File: src/rtl/wakeup_debounce.sv
`default_nettype none
// ============================================================================
// Module      : wakeup_debounce
// Description : Synchronises and debounces the active-low MCU_WAKE pad into
//               the hfclk domain, enforces a minimum asserted low width and
//               emits single-cycle press/release strobes.
//               Optional macro WAKEUP_DB_GLITCH_CNT_EN adds a saturating
//               bounce-rejection counter (glitch_cnt) with a clear (glitch_clr).
// Revision    : 1.0 - initial release
// ============================================================================
module wakeup_debounce #(
    parameter int unsigned SYNC_STAGES = 2,
    parameter int unsigned CNT_W       = 20,
    parameter int unsigned DB_CYCLES   = 80000,
    parameter int unsigned HOLD_CYCLES = 16000
) (
    input  logic       clk,
    input  logic       reset,
    input  logic       pad_n_i,
    output logic       dwakeup_n,
    output logic       press_pulse,
    output logic       release_pulse,
    output logic       busy
`ifdef WAKEUP_DB_GLITCH_CNT_EN
    ,
    input  logic       glitch_clr,
    output logic [7:0] glitch_cnt
`endif
);

    typedef enum logic [2:0] {
        ST_REL      = 3'd0,
        ST_CHK_LOW  = 3'd1,
        ST_HOLD     = 3'd2,
        ST_LOW      = 3'd3,
        ST_CHK_HIGH = 3'd4
    } state_t;

    localparam logic [CNT_W-1:0] C_ONE       = CNT_W'(1);
    localparam logic [CNT_W-1:0] C_DB_LAST   = CNT_W'(DB_CYCLES);
    localparam logic [CNT_W-1:0] C_HOLD_LAST = (HOLD_CYCLES == 0) ? '0 : CNT_W'(HOLD_CYCLES - 1);

    logic [SYNC_STAGES-1:0] sync_q;
    logic [SYNC_STAGES-1:0] sync_d;
    logic                   w_sync;

    state_t                 state_q;
    state_t                 state_d;
    logic [CNT_W-1:0]       cnt_q;
    logic [CNT_W-1:0]       cnt_d;
    logic                   dwakeup_n_q;
    logic                   dwakeup_n_d;
    logic                   press_q;
    logic                   press_d;
    logic                   release_q;
    logic                   release_d;

    // Plain shift chain: each stage is a bare flop so metastability can settle.
    assign sync_d = {sync_q[SYNC_STAGES-2:0], pad_n_i};
    assign w_sync = sync_q[SYNC_STAGES-1];

    always_ff @(posedge clk or posedge reset) begin
        if (reset) begin
            sync_q      <= '1;
            state_q     <= ST_REL;
            cnt_q       <= '0;
            dwakeup_n_q <= 1'b1;
            press_q     <= 1'b0;
            release_q   <= 1'b0;
        end else begin
            sync_q      <= sync_d;
            state_q     <= state_d;
            cnt_q       <= cnt_d;
            dwakeup_n_q <= dwakeup_n_d;
            press_q     <= press_d;
            release_q   <= release_d;
        end
    end

    always_comb begin
        state_d     = state_q;
        cnt_d       = cnt_q;
        dwakeup_n_d = dwakeup_n_q;
        press_d     = 1'b0;
        release_d   = 1'b0;
        case (state_q)
            ST_REL: begin
                dwakeup_n_d = 1'b1;
                if (!w_sync) begin
                    state_d = ST_CHK_LOW;
                    cnt_d   = C_ONE;
                end
            end
            ST_CHK_LOW: begin
                if (w_sync) begin
                    state_d = ST_REL;
                    cnt_d   = '0;
                end else if (cnt_q == C_DB_LAST) begin
                    state_d     = (HOLD_CYCLES == 0) ? ST_LOW : ST_HOLD;
                    cnt_d       = '0;
                    dwakeup_n_d = 1'b0;
                    press_d     = 1'b1;
                end else begin
                    cnt_d = cnt_q + C_ONE;
                end
            end
            ST_HOLD: begin
                // Pad level is deliberately ignored until the hold expires.
                dwakeup_n_d = 1'b0;
                if (cnt_q == C_HOLD_LAST) begin
                    state_d = ST_LOW;
                    cnt_d   = '0;
                end else begin
                    cnt_d = cnt_q + C_ONE;
                end
            end
            ST_LOW: begin
                dwakeup_n_d = 1'b0;
                if (w_sync) begin
                    state_d = ST_CHK_HIGH;
                    cnt_d   = C_ONE;
                end
            end
            ST_CHK_HIGH: begin
                if (!w_sync) begin
                    state_d = ST_LOW;
                    cnt_d   = '0;
                end else if (cnt_q == C_DB_LAST) begin
                    state_d     = ST_REL;
                    cnt_d       = '0;
                    dwakeup_n_d = 1'b1;
                    release_d   = 1'b1;
                end else begin
                    cnt_d = cnt_q + C_ONE;
                end
            end
            default: begin
                state_d     = ST_REL;
                cnt_d       = '0;
                dwakeup_n_d = 1'b1;
            end
        endcase
    end

    always_comb begin
        busy = (state_q == ST_CHK_LOW) || (state_q == ST_HOLD) || (state_q == ST_CHK_HIGH);
    end

    assign dwakeup_n     = dwakeup_n_q;
    assign press_pulse   = press_q;
    assign release_pulse = release_q;

`ifdef WAKEUP_DB_GLITCH_CNT_EN
    logic       w_reject;
    logic [7:0] glitch_q;
    logic [7:0] glitch_d;

    assign w_reject = ((state_q == ST_CHK_LOW)  &&  w_sync) ||
                      ((state_q == ST_CHK_HIGH) && !w_sync);

    always_comb begin
        glitch_d = glitch_q;
        if (glitch_clr) begin
            glitch_d = '0;
        end else if (w_reject && (glitch_q != 8'hFF)) begin
            glitch_d = glitch_q + 8'd1;
        end
    end

    always_ff @(posedge clk or posedge reset) begin
        if (reset) begin
            glitch_q <= '0;
        end else begin
            glitch_q <= glitch_d;
        end
    end

    assign glitch_cnt = glitch_q;
`endif

endmodule
`default_nettype wire

File: config.mk
export PLATFORM = sky130hd
export DESIGN_NAME = wakeup_debounce
export DESIGN_NICKNAME = d
export VERILOG_FILES = /design/src/rtl/wakeup_debounce.sv
export SDC_FILE = /design/constraint.sdc
export NUM_CORES = 1
export LEC_CHECK = 0
export ABC_CLOCK_PERIOD_IN_PS = 2200
export BUFFER_PORTS_ARGS = -buffer_cell sky130_fd_sc_hd__buf_2
export CORE_MARGIN = 1
export CORE_UTILIZATION = 30
export DETAILED_ROUTE_END_ITERATION = 12
export PLACE_DENSITY = 0.45
export SLEW_MARGIN = 30
export SYNTH_ARGS = -nofsm -noshare
export SYNTH_HDL_FRONTEND = slang
export SYNTH_SLANG_ARGS = --single-unit
export TNS_END_PERCENT = 10
File: constraint.sdc
create_clock -name clk -period 2.2 [get_ports clk]
set_input_delay 0.66 -clock clk [delete_from_list [all_inputs] [get_ports clk]]
set_output_delay 0.66 -clock clk [all_outputs]
set_load 0.03 [all_outputs]
# Yosys cells after proc, flatten, opt, wreduce, memory -nomap -nowiden
# Index checks and enable logic that the tools add are counted.
[totals]
reg_bits = 28
input_bits = 3
out_inout_bits = 4
wordCells = 54
[classes]
add_sub_neg = 1
eq_ne = 15
n_mux = 25
reduce_logical = 7
[op_table]
columns = ["op", "n"]
rows = [
  ["20-bit 2-to-1 mux", 6],
  ["20-bit one-hot mux with 5 select lines", 1],
  ["3-bit 2-to-1 mux", 7],
  ["20-bit by 1-bit adder with 20-bit output (second input constant)", 1],
  ["20-bit by 14-bit == test with 1-bit output (second input constant)", 1],
  ["20-bit by 17-bit == test with 1-bit output (second input constant)", 1],
  ["3-bit one-hot mux with 5 select lines", 1],
  ["2-bit != test (second input constant)", 7],
  ["1-bit 2-to-1 mux", 9],
  ["3-bit by 2-bit == test with 1-bit output (second input constant)", 2],
  ["3-bit != test (second input constant)", 2],
  ["5-bit AND reduction", 1],
  ["4-bit AND reduction", 1],
  ["3-bit by 1-bit == test with 1-bit output (second input constant)", 1],
  ["3-bit == test (second input constant)", 1],
  ["3-bit logical NOT", 1],
  ["1-bit one-hot mux with 3 select lines", 1],
  ["1-bit logical OR", 2],
  ["2-bit AND reduction", 1],
  ["2-bit OR reduction", 1],
]

# Logic depth before layout (Yosys ltp)
# Gate-level depths: netlist of run 1.
[depth]
ltp_word = 4
depth_mapped = 8
depth_no_buf = 6

# Least setup slack after synthesis of run 1
# OpenSTA, ideal clock, no wires.
[synth_path]
kind = "flip-flop to flip-flop"
start = "register cnt_q[15]"
end = "register cnt_q[10]"
arrival_time_ns = 2.000
required_time_ns = 2.081
slack_ns = 0.081
path_stages_with_launch = 7
path_buffers = 1
synth_period_minus_slack_ns = 2.119
path_cell_list = "dfrtp_1 or4_4 nor4_4 a311oi_2 nor3_4 buf_6 nor2_2"
[synth_via]
elab_chain_len = 4
elab_cells_between_ends = 7
cone_classes = "eq/ne (2); mux (5)"
[synth_lines]
columns = ["element", "line", "rtl"]
rows = [
  ["from (decl)", "49", "logic [CNT_W-1:0] cnt_q;"],
  ["from (signal assigned)", "73", "cnt_q <= cnt_d;"],
  ["20-bit by 17-bit == test with 1-bit output", "98, 128", ""],
  ["20-bit 2-to-1 mux", "98, 128", ""],
  ["20-bit 2-to-1 mux (on tied branches)", "125, 95", ""],
  ["20-bit one-hot mux with 5 select lines (*)", "86", "case (state_q)"],
]
# Every way passes the cells marked *; elsewhere a longest branch is shown, timed or not.
# A chain may end at the register's enable or synchronous reset.

# Final worst setup path of run 1
[layout_path]
start = "register state_q[0]"
end = "output port busy"
[layout_via]
elab_chain_len = 3
elab_cells_between_ends = 5
cone_classes = "eq/ne (3); reduce/logical (2)"
[layout_lines]
columns = ["element", "line", "rtl"]
rows = [
  ["from (decl)", "47", "state_t state_q;"],
  ["from (signal assigned)", "72", "state_q <= state_d;"],
  ["3-bit by 1-bit == test with 1-bit output / 3-bit by 2-bit == test with 1-bit output (equally long branches)", "146", "busy = (state_q == ST_CHK_LOW) || (state_q == ST_HOLD) || (state_q == ST_CHK_HIGH);"],
  ["1-bit logical OR", "146", ""],
  ["1-bit logical OR (*)", "146", ""],
  ["to (decl)", "23", "output logic busy"],
]
# Marks and branches as above.

==> impl_metrics.toml, run 1 <==
[clocking]
ctsRootBufferMaster = "clkbuf_8"
hold_buffers = 0
clk_path_buf_depth = 2
worstSkewPairLatency_ns = 0.28
numCtsBuffers = 3
cts.htree.levels = 1
cts.sinks = 28
cts_tree = "done"
post_cts_buffers = 0
path_clk_slew_ns = 0.10

[detailed_routing]
wirelength_mm = 3.66
routedWlPerCell_um = 14.1
vias = 1337
firstDrtPassIters = 4
drt_iter0_drc = 75
ant_nets = 0
drc = 0
vias_per_cell = 5.16

[place]
place_area_um2 = 1830
portBuffers = 6
gp_congestion = 0.771
dp_slack_ns = 0.0116
post-dp-hpwl_mm = 2.66

[grt]
grt_overflow_total = 0
grt_use_total_pct = 14.4
grt_pass1_vias = 1238
grt_max_degree = 29
grt_pass1_wl_mm = 6.21
antenna_found_initial = 0

[synth]
synth.distinct_cells = 47
synth-seq-cells = 28
synth.area.top_cells = "dfrtp_1 (38%), xor2_1 (6.4%), dfstp_2 (4.8%)"
ys_warn_count = 0
synth.net_count = 177
synth_largest_area_cell = "dfrtp_1"
synth_area_per_cell_um2 = 9.48
synth_top_area_share_pct = 38.4
synthCells = 172
syn_area_um2 = 1630
synth_seq_area_share_pct = 43.2

[timing]
slew_viol_final = 0
fin_crit_sh_pct = 95.4
hold_viol_final = 0
worstMarginPinSlew_ns = 0.384
grt_setup_unrepaired = "false"
slew_headroom_pct = 74.4
fin_skew_ns = 0.00866
totalNegativeSetupSlack_ns = 0
setup_viol = 0
fmax_mhz = 476
setup_slack_ns = 0.100
fin_crit_ns = 2.10

[floorplan]
row_count = 26
initial_core_util_pct = 31.5
coreArea_um2 = 5170
die-area_um2 = 5730
die_w_um = 75.7
io_pins = 7
die_y_um = 75.7

[critical_path]
required_ns = 1.54
start_kind = "flip-flop"
cp.arrival_ns = 1.44
worstSetupPathType = "reg2out"
critPathTopFamily = "flip-flops"
worst-path-buf-inv = 1
cpPeakStageDelay_ns = 0.49
r2r_slack_ns = 0.15
endpoint_kind = "output port"
crit_slowest_cell = "dfrtp_2"
crit_chain = "or2_4, a21oi_1, buf_2"
crit_fanout = 12

[layout]
stdcell_area_um2 = 1910
antenna_cells = 0
layout.nets = 195
layout-drive-gt1-share_pct = 28.0
area_growth_pct = 16.9

[pwr]
vdd_drop_max_mv = 0.224
powerDensity_nw_per_um2 = 554
power_leakage_nw = 0.760

[run_status]
status = "finished clean"

[job]
cap_viol_max_count = 0

[hold_path]
hold_class = "reg2reg"
-- metrics by stage --
step | util, % | hold WS (ns) | power (mW) | cells
after floorplan | - | 0.345 | 0.670 | 172
after global placement | 35.4 | 0.346 | 0.725 | 255
after detailed placement | 35.4 | 0.347 | 0.729 | 255
after CTS | 36.6 | 0.363 | 1.07 | 259
after global routing | 36.8 | 0.372 | 1.11 | 259
final | 36.8 | 0.362 | 1.06 | 259
-- power by group --
part           internal (mW)  switching (mW)  total, mW
sequential             0.532          0.0267      0.559
combinational         0.0726          0.0928      0.165
clock                  0.161           0.171      0.332
total                  0.765           0.291       1.06
-- routing by layer --
| layer | share of wire, % | GRT usage [%] | up-vias |
|---|---|---|---|
| li1 | - | - | 650 |
| met1 | 51 | 20.6 | 662 |
| met2 | 45 | 22.4 | 20 |
| met3 | 2.3 | 1.98 | 5 |
| met4 | 1.1 | 4.32 | 0 |
| met5 | 0 | 0 | - |
-- cell families (layout without fill, tap and decap cells) --
| group | after synthesis | after routing | synth area share (%) |
|---|---|---|---|
| AOI/OAI and AO/OA | 36 | 36 | 15.4 |
| xor gates and xnor gates | 13 | 13 | 6.98 |
| and+or+nand+nor | 80 | 80 | 29.4 |
| adders and majority gates | 2 | 2 | 1.53 |
| DFF | 28 | 28 | 43.2 |
| buffers and inverters | 13 | 30 | 3.45 |
-- what timing repair did --
item | 4_1_cts | 5_1_grt
resized for setup | 3 | 2
pin swaps | 0 | 1
gates cloned | 0 | 0
setup endpoints to repair | 2 | 19
-- sequential cells by signal (all words and copies together) (netlist names) --
name and cells:
cnt_q 20, state_q 3, release_pulse 1, dwakeup_n 1, sync_q 2, press_pulse 1
-- synthesized netlist by cell type, drive strengths merged --
cell type	n
dfrtp	25
nor2	20
nand2	13
xor2	12
a21oi	10
nand4	9
nand3	8
clkbuf	6
inv	6
nor3	5
a31oi	4
nand2b	4
a21o	3
and2	3
dfstp	3
o21ai	3
or2	3
a22oi	2
and3	2
and4	2
ha	2
nand3b	2
nor4	2
nor4b	2
o22a	2
o22ai	2
or3b	2
or4	2
a211o	1
a211oi	1
a21bo	1
a21boi	1
a311o	1
a311oi	1
a41oi	1
buf	1
nor2b	1
o211ai	1
o221a	1
o31ai	1
xnor2	1
-- final cells by class --
cell class	instances	area (um^2)
Tap cell	70	87.6
Inverter	6	22.5
Clock buffer	4	55.1
Timing Repair Buffer	20	148
Multi-Input combinational cell	131	887
Sequential cell	28	706
Fill cell	513	3270
-- final timing paths --
path / cells after the start / to / startpoint
worst min-delay path: 0 / sync_q[1]$_DFF_PP1_ / sync_q[0]$_DFF_PP1_
worst max-delay path: 3 / busy / state_q[0]$_DFFE_PP0P_
worst max register to register: 6 / cnt_q[16]$_DFFE_PP0P_ / cnt_q[19]$_DFFE_PP0P_
max in group asynchronous: 3 / dwakeup_n$_DFFE_PP1P_ / reset
min in group asynchronous: 3 / cnt_q[0]$_DFFE_PP0P_ / reset
worst min register to register: 0 / sync_q[1]$_DFF_PP1_ / sync_q[0]$_DFF_PP1_
-- layout by cell type, fill, tap and decap left out, drive strengths merged, types with 4 or more instances in the layout --
cell and count:
xor2 12, a21oi 10, dfrtp 25, nand2b 4, nand3 8, buf 20
nor2 20, a31oi 4, clkbuf 4, nor3 5, nand4 9, nand2 13
inv 6
Note: power is estimated with default switching activity, not from simulation.
==> inputs of run 2 (changes only) <==
--- a/config.mk
+++ b/config.mk
@@ -8,9 +8,9 @@
 export ABC_CLOCK_PERIOD_IN_PS = 2200
 export BUFFER_PORTS_ARGS = -buffer_cell sky130_fd_sc_hd__buf_2
 export CORE_MARGIN = 1
-export CORE_UTILIZATION = 30
+export CORE_UTILIZATION = 54
 export DETAILED_ROUTE_END_ITERATION = 12
-export PLACE_DENSITY = 0.45
+export PLACE_DENSITY = 0.73
 export SLEW_MARGIN = 30
 export SYNTH_ARGS = -nofsm -noshare
 export SYNTH_HDL_FRONTEND = slang
==> impl_metrics.toml, run 2 (synthesized netlist as in run 1, its figures left out) <==
[layout]
instances_no_fill = 220
top_register = "cnt_q"
multiInputGateArea_um2 = 877
fillCellCount = 235
antenna_cells = 0
most-common-layout-cells = "dfrtp_1 (23), buf_4 (14), nand2_1 (13), xor2_1 (12)"
stdcell_area_um2 = 1820
final_common_cell = "dfrtp_1"
post-route-util_pct = 64.9
layout-drive-gt1-share_pct = 28.0
seq_area_um2 = 707
area_growth_pct = 11.7
largest_reg_flops = 20
layout.nets = 195
reg.largest.list = "cnt_q x20, state_q x3, sync_q x2"

[floorplan]
io_pins = 7
initial_core_util_pct = 58.1
die_y_um = 56.9
row_count = 19
die-area_um2 = 3240
die_w_um = 56.9
coreArea_um2 = 2810

[job]
cap_viol_max_count = 0

[grt]
antenna_found_initial = 0
grt_pass1_vias = 1314
grt_max_degree = 29
grt_pass1_wl_mm = 5.82
grt_overflow_total = 0
grt_use_total_pct = 23.2

[run_status]
status = "finished with violations"
violations = "DRC"

[critical_path]
required_ns = 1.54
crit_fanout = 7
worstSetupPathType = "reg2out"
crit_chain = "or2_4, a21oi_2, a21oi_1, buf_4"
endpoint_kind = "output port"
crit_slowest_cell = "dfrtp_2"
cp.arrival_ns = 1.45
start_kind = "flip-flop"
cpPeakStageDelay_ns = 0.47

[detailed_routing]
ant_nets = 0
drt_iter0_drc = 69
vias_per_cell = 6.13
firstDrtPassIters = 8
wirelength_mm = 3.36
drc = 4
vias = 1348
routedWlPerCell_um = 15.3

[timing]
fin_crit_sh_pct = 95.8
fin_crit_ns = 2.11
worstMarginPinSlew_ns = 0.405
hold_viol_final = 0
slew_headroom_pct = 72.8
slew_viol_final = 0
totalNegativeSetupSlack_ns = 0
setup_viol = 0
grt_setup_unrepaired = "false"
fin_skew_ns = 0.0195
fmax_mhz = 475

[place]
post-dp-hpwl_mm = 2.47
place_inst = 212
gp_congestion = 0.854
place_area_um2 = 1750
portBuffers = 6

[clocking]
path_clk_slew_ns = 0.15
cts.sinks = 28
hold_buffers = 0
cts.htree.levels = 1
worstSkewPairLatency_ns = 0.34
cts_tree = "done"
ctsRootBufferMaster = "clkbuf_4"
clk_path_buf_depth = 2
numCtsBuffers = 3

[hold_path]
hold_class = "in2async"

[pwr]
finalPower_mw = 0.939
vdd_drop_max_mv = 0.284
power_leakage_nw = 0.741
powerDensity_nw_per_um2 = 515
-- run 2: what timing repair did --
item | CTS | global route
pin swaps | 0 | 3
buffers inserted | 0 | 4
endpoints found under the setup margin | 1 | 11
resized for setup | 3 | 4
endpoints found under the hold margin | 0 | 0
-- run 2: per-layer routing --
layer  vias up  share of wire (%)  GRT usage [%]
met4         0                1.6           10.8
li1        657                  -              -
met1       656                 46           29.1
met5         -                  0              0
met3         5                2.9           2.04
met2        30                 49           40.7
-- run 2: final cells by class --
class                   count  area share [%]
flip-flops and latches     28            38.8
well taps                  31            2.13
repair buffers             20            8.24
clock buffers               4            1.44
multi-input cells         131            48.1
inverters                   6            1.24
-- run 2: through the flow --
stage | hold WS (ns) | worst slack [ns]
6_report | 0.344 | 0.0930
5_1_grt | 0.370 | 0.0364
4_1_cts | 0.360 | 0.000902
3_5_place_dp | 0.348 | 0.0610
3_3_place_gp | 0.346 | 0.138
2_1_floorplan | 0.345 | 0.0805
-- run 2: worst max-delay path: cells and delay by family (launching register included) --
| family | cells | cell delay (ns) |
|---|---|---|
| and+or+nand+nor | 1 | 0.28 |
| AOI/OAI and AO/OA | 2 | 0.20 |
| DFF | 1 | 0.47 |
| buffers and inverters | 1 | 0.18 |
-- run 2: report_power, final --
part	switching, mW	internal [mW]
clock	0.146	0.0712
sequential	0.0221	0.532
combinational	0.0936	0.0737
total	0.262	0.677
-- run 2: final timing paths --
kind | end | cells past startpoint | slack (ns) | from
max reg2reg | cnt_q[9]$_DFFE_PP0P_ | 6 | 0.15 | cnt_q[19]$_DFFE_PP0P_
max | busy | 4 | 0.09 | state_q[1]$_DFFE_PP0P_
min in group clk | sync_q[1]$_DFF_PP1_ | 0 | 0.37 | sync_q[0]$_DFF_PP1_
min reg2reg | sync_q[1]$_DFF_PP1_ | 0 | 0.37 | sync_q[0]$_DFF_PP1_
max in group asynchronous | sync_q[1]$_DFF_PP1_ | 3 | 1.53 | reset
min | cnt_q[6]$_DFFE_PP0P_ | 3 | 0.34 | reset
==> inputs of run 3 (changes only) <==
==> constraint.sdc (replaced) <==
create_clock -name clk -period 2.2 [get_ports clk]
set_input_delay 0.44 -clock clk [delete_from_list [all_inputs] [get_ports clk]]
set_output_delay 0.44 -clock clk [all_outputs]
set_load 0.03 [all_outputs]
==> impl_metrics.toml, run 3 (synthesized netlist as in run 1, its figures left out) <==
[run_status]
status = "finished with violations"
violations = "DRC"

[layout]
layout.nets = 192
stdcell_area_um2 = 1790
final_common_cell = "dfrtp_1"
top_register = "cnt_q"
antenna_cells = 0
layout-drive-gt1-share_pct = 26.3
largest_reg_flops = 20
area_growth_pct = 9.98
most-common-layout-cells = "dfrtp_1 (24), nand2_1 (13), xor2_1 (12)"
reg.largest.list = "cnt_q x20, state_q x3, sync_q x2"

[place]
gp_congestion = 0.880
post-dp-hpwl_mm = 2.48
portBuffers = 6
place_area_um2 = 1760

[pwr]
power_leakage_nw = 0.728
clkPwrFrac_pct = 23.0
intPower_mw = 0.667
swShare_pct = 27.8
switchingPower_mw = 0.257
vdd_drop_max_mv = 0.265
p_seq_share_pct = 60.0
powerDensity_nw_per_um2 = 516
finalPower_mw = 0.925
pwr-share-comb_pct = 17.0

[detailed_routing]
vias = 1320
drc = 4
firstDrtPassIters = 8
vias_per_cell = 6.08
drt_iter0_drc = 74
ant_nets = 0
routedWlPerCell_um = 15.4
wirelength_mm = 3.35

[timing]
setup_viol = 0
hold_viol_final = 0
fin_crit_sh_pct = 95.1
fin_skew_ns = 0.0147
grt_setup_unrepaired = "false"
fmax_mhz = 478
fin_crit_ns = 2.09
worstMarginPinSlew_ns = 0.442
slew_headroom_pct = 70.1
whs_ns = 0.146
slew_viol_final = 0
totalNegativeSetupSlack_ns = 0

[critical_path]
worstSetupPathType = "reg2out"
endpoint_kind = "output port"
r2r-start = "cnt_q[2]$_DFFE_PP0P_"
cp.arrival_ns = 1.65
required_ns = 1.76
crit_path_start = "state_q[0]$_DFFE_PP0P_"
crit_fanout = 7
start_kind = "flip-flop"

[clocking]
path_clk_slew_ns = 0.15
ctsRootBufferMaster = "clkbuf_4"
clk_path_buf_depth = 2
worstSkewPairLatency_ns = 0.32
cts_tree = "done"
cts.htree.levels = 1
cts.sinks = 28
numCtsBuffers = 3

[grt]
grt_pass1_wl_mm = 5.95
grt_pass1_vias = 1332
antenna_found_initial = 0
grt_overflow_total = 0
grt_use_total_pct = 23.7
met2_usage_pct = 40.7
met1_usage_pct = 29.9
grt_max_degree = 29
grt_util_met3_pct = 2.72
busiest_layer = "met2"

[hold_path]
hold_class = "in2async"

[floorplan]
coreArea_um2 = 2810
row_count = 19
initial_core_util_pct = 58.1
io_pins = 7
die_y_um = 56.9
die-area_um2 = 3240
die_w_um = 56.9

[job]
cap_viol_max_count = 0
==> run 3: worst paths after layout <==
kind / endpoint / slack, ns / cells after the start
max: busy / 0.11 / 5
min: cnt_q[0]$_DFFE_PP0P_ / 0.15 / 3
max reg2reg: cnt_q[19]$_DFFE_PP0P_ / 0.12 / 6
min reg2reg: sync_q[1]$_DFF_PP1_ / 0.37 / 0
max in group asynchronous: sync_q[1]$_DFF_PP1_ / 1.73 / 3
min in group clk: sync_q[0]$_DFF_PP1_ / 0.21 / 1
==> run 3: timing repair <==
item	4_1_cts	5_1_grt
gates resized for setup	0	3
hold buffers	0	0
setup buffers	0	0
setup endpoints to repair	0	8
==> run 3: layout make-up <==
class                   count  area, um^2
fillers                   251        1010
multi-input cells         131         875
flip-flops and latches     28         706
repair buffers             17         125
well taps                  31        38.8
clock buffers               4        26.3
inverters                   6        22.5
==> run 3: layer usage <==
layer | wire, um | share of wire, %
met5 | 0 | 0
met1 | 1470 | 44
met4 | 55 | 1.6
met2 | 1710 | 51
met3 | 114 | 3.4
==> run 3: power by group through the flow <==
| stage | Clock (mW) | Combinational [mW] | Sequential, mW |
|---|---|---|---|
| final | 0.212 | 0.157 | 0.555 |
| after detailed placement | 0 | 0.155 | 0.564 |
| after global placement | 0 | 0.152 | 0.563 |
| after global routing | 0.242 | 0.172 | 0.560 |
| after floorplan | 0 | 0.116 | 0.555 |
| after CTS | 0.221 | 0.156 | 0.554 |
==> run 3: stage by stage <==
step | util (%) | worst slack [ns] | cells
global route | 63.9 | 0.00755 | 217
global placement | 62.8 | 0.148 | 213
finish | 63.9 | 0.109 | 217
floorplan | - | 0.0805 | 172
CTS | 63.7 | 0.0481 | 217
detailed placement | 62.8 | 0.0942 | 213
==> run 3: critical path: stages, from the launching register on <==
cell	delay, ns
dfrtp_2	0.47
buf_4	0.16
or2_2	0.30
a21oi_2	0.16
a21oi_1	0.06
buf_2	0.19
